===== src/rtl/wrap_evq_pkg.sv =====
// Shared types and constants for the overflow event queue.
// WRAP_EVQ_TIMESTAMP_EN adds a timestamp field to each entry.
package wrap_evq_pkg;

  localparam int unsigned DEPTH_DEFAULT = 4;
  localparam int unsigned SEQ_W_DEFAULT = 8;
  localparam int unsigned TS_W_DEFAULT  = 16;

  localparam logic [7:0] DROP_MAX = 8'd255;

  typedef struct packed {
    logic [SEQ_W_DEFAULT-1:0] seq;
`ifdef WRAP_EVQ_TIMESTAMP_EN
    logic [TS_W_DEFAULT-1:0]  ts;
`endif
  } wrap_evt_t;

  function automatic bit is_pow2(input int unsigned v);
    return (v >= 2) && ((v & (v - 1)) == 0);
  endfunction

endpackage


===== src/rtl/wrap_event_queue_if.sv =====
// Event drain handshake between the queue (master) and its consumer (slave).
// evt_ts exists only when WRAP_EVQ_TIMESTAMP_EN is defined.
interface wrap_event_queue_if
  import wrap_evq_pkg::*;
#(
  parameter int unsigned DEPTH = DEPTH_DEFAULT,
  parameter int unsigned SEQ_W = SEQ_W_DEFAULT,
  parameter int unsigned TS_W  = TS_W_DEFAULT
);

  logic                     evt_valid;
  logic                     evt_ready;
  logic [SEQ_W-1:0]         evt_seq;
`ifdef WRAP_EVQ_TIMESTAMP_EN
  logic [TS_W-1:0]          evt_ts;
`endif
  logic [$clog2(DEPTH):0]   evt_level;
  logic                     full;

  if (TS_W == 0) begin : g_ts_w_check
    $error("wrap_event_queue_if: TS_W must be nonzero");
  end

  modport master (
    input  evt_ready,
`ifdef WRAP_EVQ_TIMESTAMP_EN
    output evt_ts,
`endif
    output evt_valid, evt_seq, evt_level, full
  );

  modport slave (
    output evt_ready,
`ifdef WRAP_EVQ_TIMESTAMP_EN
    input  evt_ts,
`endif
    input  evt_valid, evt_seq, evt_level, full
  );

endinterface


===== src/rtl/wrap_evq_fifo.sv =====
// Generic synchronous FIFO; pointers carry one extra wrap bit so full and
// empty are told apart without a separate count register.
module wrap_evq_fifo
  import wrap_evq_pkg::*;
#(
  parameter type         T     = wrap_evt_t,
  parameter int unsigned DEPTH = DEPTH_DEFAULT
) (
  input  logic                   clk,
  input  logic                   reset,
  input  logic                   push_i,
  input  logic                   pop_i,
  input  T                       wdata_i,
  output T                       rdata_o,
  output logic [$clog2(DEPTH):0] level_o,
  output logic                   full_o,
  output logic                   empty_o
);

  localparam int unsigned AW = $clog2(DEPTH);

  T           mem_q [DEPTH];
  logic [AW:0] wr_ptr_q;
  logic [AW:0] rd_ptr_q;
  logic        do_push;
  logic        do_pop;

  assign empty_o = (wr_ptr_q == rd_ptr_q);
  assign full_o  = (wr_ptr_q[AW] != rd_ptr_q[AW]) &&
                   (wr_ptr_q[AW-1:0] == rd_ptr_q[AW-1:0]);
  assign level_o = wr_ptr_q - rd_ptr_q;

  // A pop frees the slot in the same cycle, so a full FIFO still accepts a push.
  assign do_pop  = pop_i & ~empty_o;
  assign do_push = push_i & (~full_o | do_pop);

  assign rdata_o = mem_q[rd_ptr_q[AW-1:0]];

  always_ff @(posedge clk) begin
    if (reset) begin
      mem_q    <= '{default: '0};
      wr_ptr_q <= '0;
      rd_ptr_q <= '0;
    end else begin
      if (do_push) begin
        mem_q[wr_ptr_q[AW-1:0]] <= wdata_i;
        wr_ptr_q                <= wr_ptr_q + 1'b1;
      end
      if (do_pop) begin
        rd_ptr_q <= rd_ptr_q + 1'b1;
      end
    end
  end

endmodule


===== src/rtl/wrap_event_queue.sv =====
// Rising-edge detector on the counter overflow flag feeding a sequence-tagged
// event FIFO with overrun accounting. WRAP_EVQ_TIMESTAMP_EN adds timestamps.
module wrap_event_queue
  import wrap_evq_pkg::*;
#(
  parameter int unsigned DEPTH = DEPTH_DEFAULT,
  parameter int unsigned SEQ_W = SEQ_W_DEFAULT,
  parameter int unsigned TS_W  = TS_W_DEFAULT
) (
  input  logic                clk,
  input  logic                reset,
  input  logic                overflow_in,
  input  logic                clear_drop,
  output logic                drop_sticky,
  output logic [7:0]          drop_count,
  wrap_event_queue_if.master  evt
);

  typedef struct packed {
    logic [SEQ_W-1:0] seq;
`ifdef WRAP_EVQ_TIMESTAMP_EN
    logic [TS_W-1:0]  ts;
`endif
  } evt_t;

  if (!is_pow2(DEPTH)) begin : g_depth_check
    $error("wrap_event_queue: DEPTH must be a power of two >= 2");
  end
  if (TS_W == 0) begin : g_ts_w_check
    $error("wrap_event_queue: TS_W must be nonzero");
  end

  logic             ovf_q;
  logic [SEQ_W-1:0] seq_q;
`ifdef WRAP_EVQ_TIMESTAMP_EN
  logic [TS_W-1:0]  ts_q;
`endif
  logic [7:0]       drop_cnt_q, drop_cnt_d;
  logic             drop_sticky_q, drop_sticky_d;

  logic             event_det;
  logic             pop;
  logic             push;
  logic             drop;
  logic             fifo_full;
  logic             fifo_empty;
  evt_t             wdata;
  evt_t             rdata;

  assign event_det = overflow_in & ~ovf_q;
  assign pop       = ~fifo_empty & evt.evt_ready;
  assign push      = event_det & (~fifo_full | pop);
  assign drop      = event_det & fifo_full & ~pop;

  always_comb begin
    wdata     = '0;
    wdata.seq = seq_q;
`ifdef WRAP_EVQ_TIMESTAMP_EN
    wdata.ts  = ts_q;
`endif
  end

  // Clear is applied before the drop so a coincident drop still counts as one.
  always_comb begin
    drop_cnt_d    = drop_cnt_q;
    drop_sticky_d = drop_sticky_q;
    if (clear_drop) begin
      drop_cnt_d    = '0;
      drop_sticky_d = 1'b0;
    end
    if (drop) begin
      drop_sticky_d = 1'b1;
      if (drop_cnt_d != DROP_MAX) begin
        drop_cnt_d = drop_cnt_d + 8'd1;
      end
    end
  end

  always_ff @(posedge clk) begin
    if (reset) begin
      ovf_q         <= 1'b1;
      seq_q         <= '0;
`ifdef WRAP_EVQ_TIMESTAMP_EN
      ts_q          <= '0;
`endif
      drop_cnt_q    <= '0;
      drop_sticky_q <= 1'b0;
    end else begin
      ovf_q         <= overflow_in;
      if (event_det) begin
        seq_q <= seq_q + 1'b1;
      end
`ifdef WRAP_EVQ_TIMESTAMP_EN
      ts_q          <= ts_q + 1'b1;
`endif
      drop_cnt_q    <= drop_cnt_d;
      drop_sticky_q <= drop_sticky_d;
    end
  end

  wrap_evq_fifo #(
    .T     (evt_t),
    .DEPTH (DEPTH)
  ) u_fifo (
    .clk     (clk),
    .reset   (reset),
    .push_i  (push),
    .pop_i   (pop),
    .wdata_i (wdata),
    .rdata_o (rdata),
    .level_o (evt.evt_level),
    .full_o  (fifo_full),
    .empty_o (fifo_empty)
  );

  assign evt.evt_valid = ~fifo_empty;
  assign evt.evt_seq   = rdata.seq;
`ifdef WRAP_EVQ_TIMESTAMP_EN
  assign evt.evt_ts    = rdata.ts;
`endif
  assign evt.full      = fifo_full;
  assign drop_count    = drop_cnt_q;
  assign drop_sticky   = drop_sticky_q;

endmodule


===== src/flat_wrapper.sv =====
// flat-port wrapper written by rule: the top's interface ports become plain ports
module wrap_event_queue_flat import wrap_evq_pkg::*;
#(
  parameter int unsigned DEPTH = DEPTH_DEFAULT,
  parameter int unsigned SEQ_W = SEQ_W_DEFAULT,
  parameter int unsigned TS_W  = TS_W_DEFAULT
)
  (clk, reset, overflow_in, clear_drop, drop_sticky, drop_count, evt_evt_ready, evt_evt_valid, evt_evt_seq, evt_evt_level, evt_full);
  wrap_event_queue_if #(.DEPTH(DEPTH), .SEQ_W(SEQ_W), .TS_W(TS_W)) evt_i ();
  input  logic clk;
  input  logic reset;
  input  logic overflow_in;
  input  logic clear_drop;
  output logic drop_sticky;
  output logic [7:0] drop_count;
  input wire logic [$bits(evt_i.evt_ready)-1:0] evt_evt_ready;
  output wire logic [$bits(evt_i.evt_valid)-1:0] evt_evt_valid;
  output wire logic [$bits(evt_i.evt_seq)-1:0] evt_evt_seq;
  output wire logic [$bits(evt_i.evt_level)-1:0] evt_evt_level;
  output wire logic [$bits(evt_i.full)-1:0] evt_full;
  assign evt_i.evt_ready = evt_evt_ready;
  assign evt_evt_valid = evt_i.evt_valid;
  assign evt_evt_seq = evt_i.evt_seq;
  assign evt_evt_level = evt_i.evt_level;
  assign evt_full = evt_i.full;
  wrap_event_queue #(.DEPTH(DEPTH), .SEQ_W(SEQ_W), .TS_W(TS_W)) u_core (.clk(clk), .reset(reset), .overflow_in(overflow_in), .clear_drop(clear_drop), .drop_sticky(drop_sticky), .drop_count(drop_count), .evt(evt_i));
endmodule

===== config.mk =====
export PLATFORM = sky130hd
export DESIGN_NAME = wrap_event_queue_flat
export DESIGN_NICKNAME = d
export VERILOG_FILES = /design/src/rtl/wrap_evq_pkg.sv /design/src/rtl/wrap_event_queue_if.sv /design/src/rtl/wrap_evq_fifo.sv /design/src/rtl/wrap_event_queue.sv /design/src/flat_wrapper.sv
export SDC_FILE = /design/constraint.sdc
export NUM_CORES = 1
export LEC_CHECK = 0
export BUFFER_PORTS_ARGS = -buffer_cell sky130_fd_sc_hd__buf_4
export CORE_ASPECT_RATIO = 0.7
export CORE_UTILIZATION = 45
export DETAILED_ROUTE_END_ITERATION = 16
export PLACE_DENSITY_LB_ADDON = 0.08
export SYNTH_ARGS = -nofsm -noshare
export SYNTH_HDL_FRONTEND = slang
export SYNTH_SLANG_ARGS = --single-unit

===== constraint.sdc =====
create_clock -name clk -period 2.6 [get_ports clk]
set_clock_uncertainty 0.2 [all_clocks]
set_input_delay 0.39 -clock clk [delete_from_list [all_inputs] [get_ports clk]]
set_output_delay 0.39 -clock clk [all_outputs]
set_load 0.1 [all_outputs]

==> results.toml, run 1 <==
[detailed_routing]
drc = 0
num_vias = 1894
dr.pass1.iters = 4
wl_met3_um = 284
viasPerCell = 5.29
drt_iter0_markers = 57
top_layer_used = "met4"
wire_per_inst_um = 14.5
wirelength_um = 5200
antenna_left = 0
wirelength_met1_um = 2800
wl_met2_um = 2060

[critical_path]
cp.required_ns = 2.01
cp-end-kind = "primary output"
path_class = "reg -> out"
crit_fanout = 4
arrival_ns = 1.90
critPathLaunchType = "register"

[floorplanning]
core_area_um2 = 5420
die_h_um = 65.9
rows = 22
start_util = 0.485
die-area_um2 = 6150
io-pin-count = 27
die_w_um = 93.3

[run]
drv_cap = 0

[sta]
slew_headroom = 0.600
rsz0062_at_grt = "no"
timing.final.ws_setup_ns = 0.114
tightest_slew_ns = 0.601
clock.fmax_mhz = 402
hold_viol_final = 0
post-route-period-util = 0.956
setup_viol = 0
report.final.slew_viol_count = 0
period_minus_slack_ns = 2.49
tns_ns = 0

[synthesis]
ys_async_sr_fraction = 0
ys_seq_area_frac = 0.427
synth_xor_area_frac = 0.0467
synth_flop_cell = "dfxtp_1"
synthMuxAreaShare = 0.198
synth_compound_gate_area_share = 0.0676
synth_warnings = 0
synth_area_leader_cell = "dfxtp_1"
synth_cell_type_count = 43
yosys.area.top_type_share = 0.427
syn_area_um2 = 2630
ys_top_cells_by_area = "dfxtp_1 (43%), mux2i_1 (13%), mux4_2 (6.9%)"
synth_fa_ha_area_frac = 0.0505
synth-seq-cells = 56
synth_edf_count = 0
synth_simple_gate_area_frac = 0.173
synth.net_count = 274
synth_top_family_by_area = "multiplexers"
synthCells = 259
avgSynthCellArea_um2 = 10.1

[layout]
fillCellCount = 491
seqCellArea_um2 = 1120
syn_to_final_growth_pct = 16.1
drive_gt1_frac = 0.217
multiInputGateArea_um2 = 1430
layout.nets = 300
antenna_cells = 0

[global_route]
grt_pass1_wl_um = 8690
grt_use_total = 0.188
overflow = 0
grt_pass1_vias = 1749
antenna_found_initial = 0
grt_max_degree = 58

[outcome]
status = "complete, no violations"

[power]
powerDensity_nw_per_um2 = 560
leakage_nw = 1.46
ir_drop_v = 0.000272

[place]
place_ws_ns = 0.385
io_buffers = 26
dp_hpwl_um = 3500
routabilityCongestion = 0.777

[clock_tree]
h-tree-depth = 2
tritoncts = "done"
cts_setup_buffers = 0
insertion_delay_ns = 0.31
cts_hold_buf = 0
root_buffer = "clkbuf_8"
cts.sinks = 56
cts.path.max_buffers = 2
clkTransAtPathRegs_ns = 0.09
numCtsBuffers = 5

[hold_path]
min_path_type = "in -> reg"
## kinds of logic (layout without fill, tap and decap cells)
family,after synthesis,count (layout)
adder cells (fa/ha/maj),10,10
multiplexers,42,42
AND/OR/NAND/NOR,90,90
buffers and inverters,22,49
XOR/XNOR,14,14
AO/OA/AOI/OAI,25,25
flip-flops,56,56
## state kept, by name, indices dropped and copies added (netlist names)
signal,flops
u_core.seq_q,8
u_core.u_fifo.mem_q,32
u_core.drop_sticky,1
u_core.u_fifo.wr_ptr_q,3
u_core.ovf_q,1
u_core.drop_count,8
u_core.u_fifo.rd_ptr_q,3
## cells in the final DEF, fill, tap and decap left out, types with 3 or more instances in the layout
cell,count
xor2_1,10
nand2_1,5
nor2b_1,7
and3_1,5
inv_1,7
mux2i_1,34
clkbuf_8,7
dfxtp_1,56
ha_1,9
nor2_1,45
o21ai_0,5
o211ai_2,3
a21oi_1,6
buf_4,34
nand3_1,4
mux4_2,8
nand4_1,6
## worst max-delay path: stages (launching register included)
cell and delay, ns:
dfxtp_1 0.37, inv_1 0.11, ha_1 0.23, fa_1 0.41, xnor2_2 0.17, buf_4 0.31
## synthesized netlist by cell type, drive strengths merged, types with 2 or more instances
cell type and n:
mux2i 34, xnor2 4, nand2b 2, o21a 2
nand3 6, o21ai 5, a21oi 6, xor2 10
nor2b 7, and4 2, clkbuf 8, nand2 5
and3b 2, mux4 8, and3 6, inv 7
o211ai 5, nand4 6, dfxtp 56, a31oi 2
buf 7, nor2 46, ha 9
## area by class of cell
cell class                 instances  share of cell area
sequential                        56               0.368
clock inverter                     1             0.00984
clock buffer                       7              0.0316
multi-input combinational        181               0.469
tap                               72              0.0295
inverter                           7             0.00861
timing repair buffer              34              0.0837
## final timing paths
check,startpoint,endpoint,slack (ns),cells past startpoint
hold / removal,overflow_in,u_core.ovf_q,0.07,2
setup / recovery,u_core.u_fifo.wr_ptr_q[0],evt_evt_level[2],0.11,5
hold reg to reg,u_core.drop_sticky,u_core.drop_sticky,0.29,2
setup reg to reg,u_core.u_fifo.wr_ptr_q[0],u_core.drop_count[3],0.45,6
## layer usage
metal  GRT usage  vias to the layer above
li1            -                      955
met1       0.276                      897
met2       0.270                       37
met3      0.0425                        5
met4      0.0577                        0
met5           0                        -
## report_power, final
part	total [mW]	internal [mW]	switching (mW)
registers	0.869	0.863	0.00552
logic	0.220	0.0594	0.161
clock network	0.620	0.340	0.280
total	1.71	1.26	0.446
## stage by stage
step / power [mW] / std cells / utilization / area (um^2) / hold slack (ns)
floorplan: 1.06 / 259 / - / 2640 / 0.258
global placement: 1.11 / 350 / 0.538 / 2920 / 0.270
detailed placement: 1.11 / 350 / 0.538 / 2920 / 0.268
CTS: 1.72 / 358 / 0.561 / 3040 / 0.0640
global route: 1.78 / 358 / 0.563 / 3050 / 0.0737
finish: 1.71 / 358 / 0.563 / 3050 / 0.0679
## repair_timing
item,in CTS,in global routing
setup endpoints to repair,0,2
gates resized for setup,0,1
endpoints found under the hold margin,0,0
Power figures use the tool's default switching activity.
==> run 2: changes to the inputs <==
Clock period 2.6 ns to 2.8 ns, I/O delays scaled along.
==> run 2 against run 1 <==
Cell area down 1.3%. Flip-flop and latch count unchanged. Clock power shrank 16%. Via count is 0.26% lower. Wire length up 1.3%. Total power decreased by 11%. Utilization fell by 0.72 points. Worst hold slack gained 0.030 ns. Combinational power down 8%. Setup slack better by 0.16 ns. Critical endpoint is now evt_evt_valid. Largest power group unchanged. Highest routed layer unchanged.
==> results.toml, run 2 (synthesis gave the netlist of run 1 again) <==
[sta]
rsz0062_at_grt = "no"
tns_ns = 0
tightest_slew_ns = 0.913
report.final.slew_viol_count = 0
hold_viol_final = 0
period_minus_slack_ns = 2.53
slew_headroom = 0.387
clock.fmax_mhz = 396
post-route-period-util = 0.902
setup_viol = 0

[place]
io_buffers = 26
dp_hpwl_um = 3560
dpl_cell_area_um2 = 2900
routabilityCongestion = 0.754

[detailed_routing]
wire_per_inst_um = 14.8
dr.pass1.iters = 4
num_vias = 1889
drt_iter0_markers = 94
antenna_left = 0
wirelength_um = 5270
drc = 0
viasPerCell = 5.29

[hold_path]
hold_path_depth = 2
min_path_type = "in -> reg"

[critical_path]
crit_buf_inv = 1
arrival_ns = 1.91
cp.required_ns = 2.18
cp.depth = 3
path_delay_family = "XOR/XNOR gates"
r2r-end = "u_core.u_fifo.mem_q[2]"
timing.rr.start = "u_core.u_fifo.wr_ptr_q[0]"
crit_chain = "xnor2_1 > nand3_1 > buf_4"
cp-startpoint = "u_core.u_fifo.rd_ptr_q[2]"
cpPeakStageDelay_ns = 0.75
reg2reg_slack_ns = 0.64
path_class = "reg -> out"
crit_fanout = 8
ff2ff_path_depth = 7
critPathLaunchType = "register"
cp-end-kind = "primary output"
endpoint = "evt_evt_valid"
crit_slowest_cell = "xnor2_1"

[clock_tree]
root_buffer = "clkbuf_8"
insertion_delay_ns = 0.30
tritoncts = "done"
cts.path.max_buffers = 2
cts_setup_buffers = 0
clkTransAtPathRegs_ns = 0.09
h-tree-depth = 2
cts.sinks = 56
numCtsBuffers = 5
cts_hold_buf = 0
cts_resized = 0

[global_route]
grt_pass1_wl_um = 9160
overflow = 0
grt_use_total = 0.198
grt_pass1_vias = 1793
grt_max_degree = 58
antenna_found_initial = 0

[power]
ir_drop_v = 0.000204
internal_power_mw = 1.12
leakage_nw = 1.44
powerDensity_nw_per_um2 = 507
clockPowerShare = 0.340
total_power_mw = 1.53
p_comb_frac = 0.132
pwr-share-seq = 0.528
switching_share = 0.266
p_switching_uw = 407

[floorplanning]
start_util = 0.485
die_w_um = 93.3
core_area_um2 = 5420
io-pin-count = 27
die-area_um2 = 6150
rows = 22
die_h_um = 65.9

[run]
drv_cap = 0

[layout]
syn_to_final_growth_pct = 14.6
layout_common_cells = "dfxtp_1 (56), nor2_1 (45), mux2i_1 (34)"
layout.nets = 299
largest_reg_flops = 32
final_area_um2 = 3010
final_common_cell = "dfxtp_1"
fin_util = 0.555
antenna_cells = 0
top_register = "u_core.u_fifo.mem_q"
drive_gt1_frac = 0.204

[outcome]
status = "complete, no violations"
[run 2: cell types whose count changed in the layout (fill, tap and decap cells not counted)]
cell      before  now
xnor2_1        2    3
clkbuf_1       0    1
clkinv_2       0    1
clkbuf_8       7    5
nand3_2        2    1
nand3_1        4    5
xnor2_2        2    1
buf_4         34   33
[run 2: worst min-delay path by stage]
stage                                      start                     end
after floorplan           u_core.u_fifo.mem_q[0]  u_core.u_fifo.mem_q[0]
after global placement        u_core.drop_sticky      u_core.drop_sticky
after detailed placement      u_core.drop_sticky      u_core.drop_sticky
after CTS                            overflow_in            u_core.ovf_q
after global routing                 overflow_in            u_core.ovf_q
final                                overflow_in            u_core.ovf_q
[run 2: per-stage QoR]
step                      cells  hold slack [ns]  setup WS [ns]
after global routing        357           0.0916          0.158
final                       357           0.0981          0.274
after global placement      349            0.267          0.632
after floorplan             259            0.258          0.193
after CTS                   357           0.0901          0.260
after detailed placement    349            0.268          0.610
[run 2: layout make-up]
| class | count | area, um^2 |
|---|---|---|
| clock buffers | 6 | 72.6 |
| clock inverters | 2 | 35.0 |
| fillers | 494 | 2410 |
| inverters | 7 | 26.3 |
| multi-input cells | 181 | 1420 |
| flip-flops and latches | 56 | 1120 |
| well taps | 72 | 90.1 |
| repair buffers | 33 | 248 |
[run 2: power by group through the flow]
stage               logic [mW]  registers (mW)  clock network, mW
floorplan                0.161           0.824                  0
global placement         0.204           0.826                  0
detailed placement       0.202           0.826                  0
CTS                      0.203           0.807              0.541
global route             0.216           0.809              0.576
finish                   0.202           0.807              0.519
[run 2: metal layers]
layer / vias up / part of all wire / track usage
met2: 29 / 0.42 / 0.289
met5: - / 0 / 0
met4: 0 / 0.0066 / 0.0577
met1: 899 / 0.53 / 0.291
met3: 4 / 0.043 / 0.0425
li1: 957 / - / -
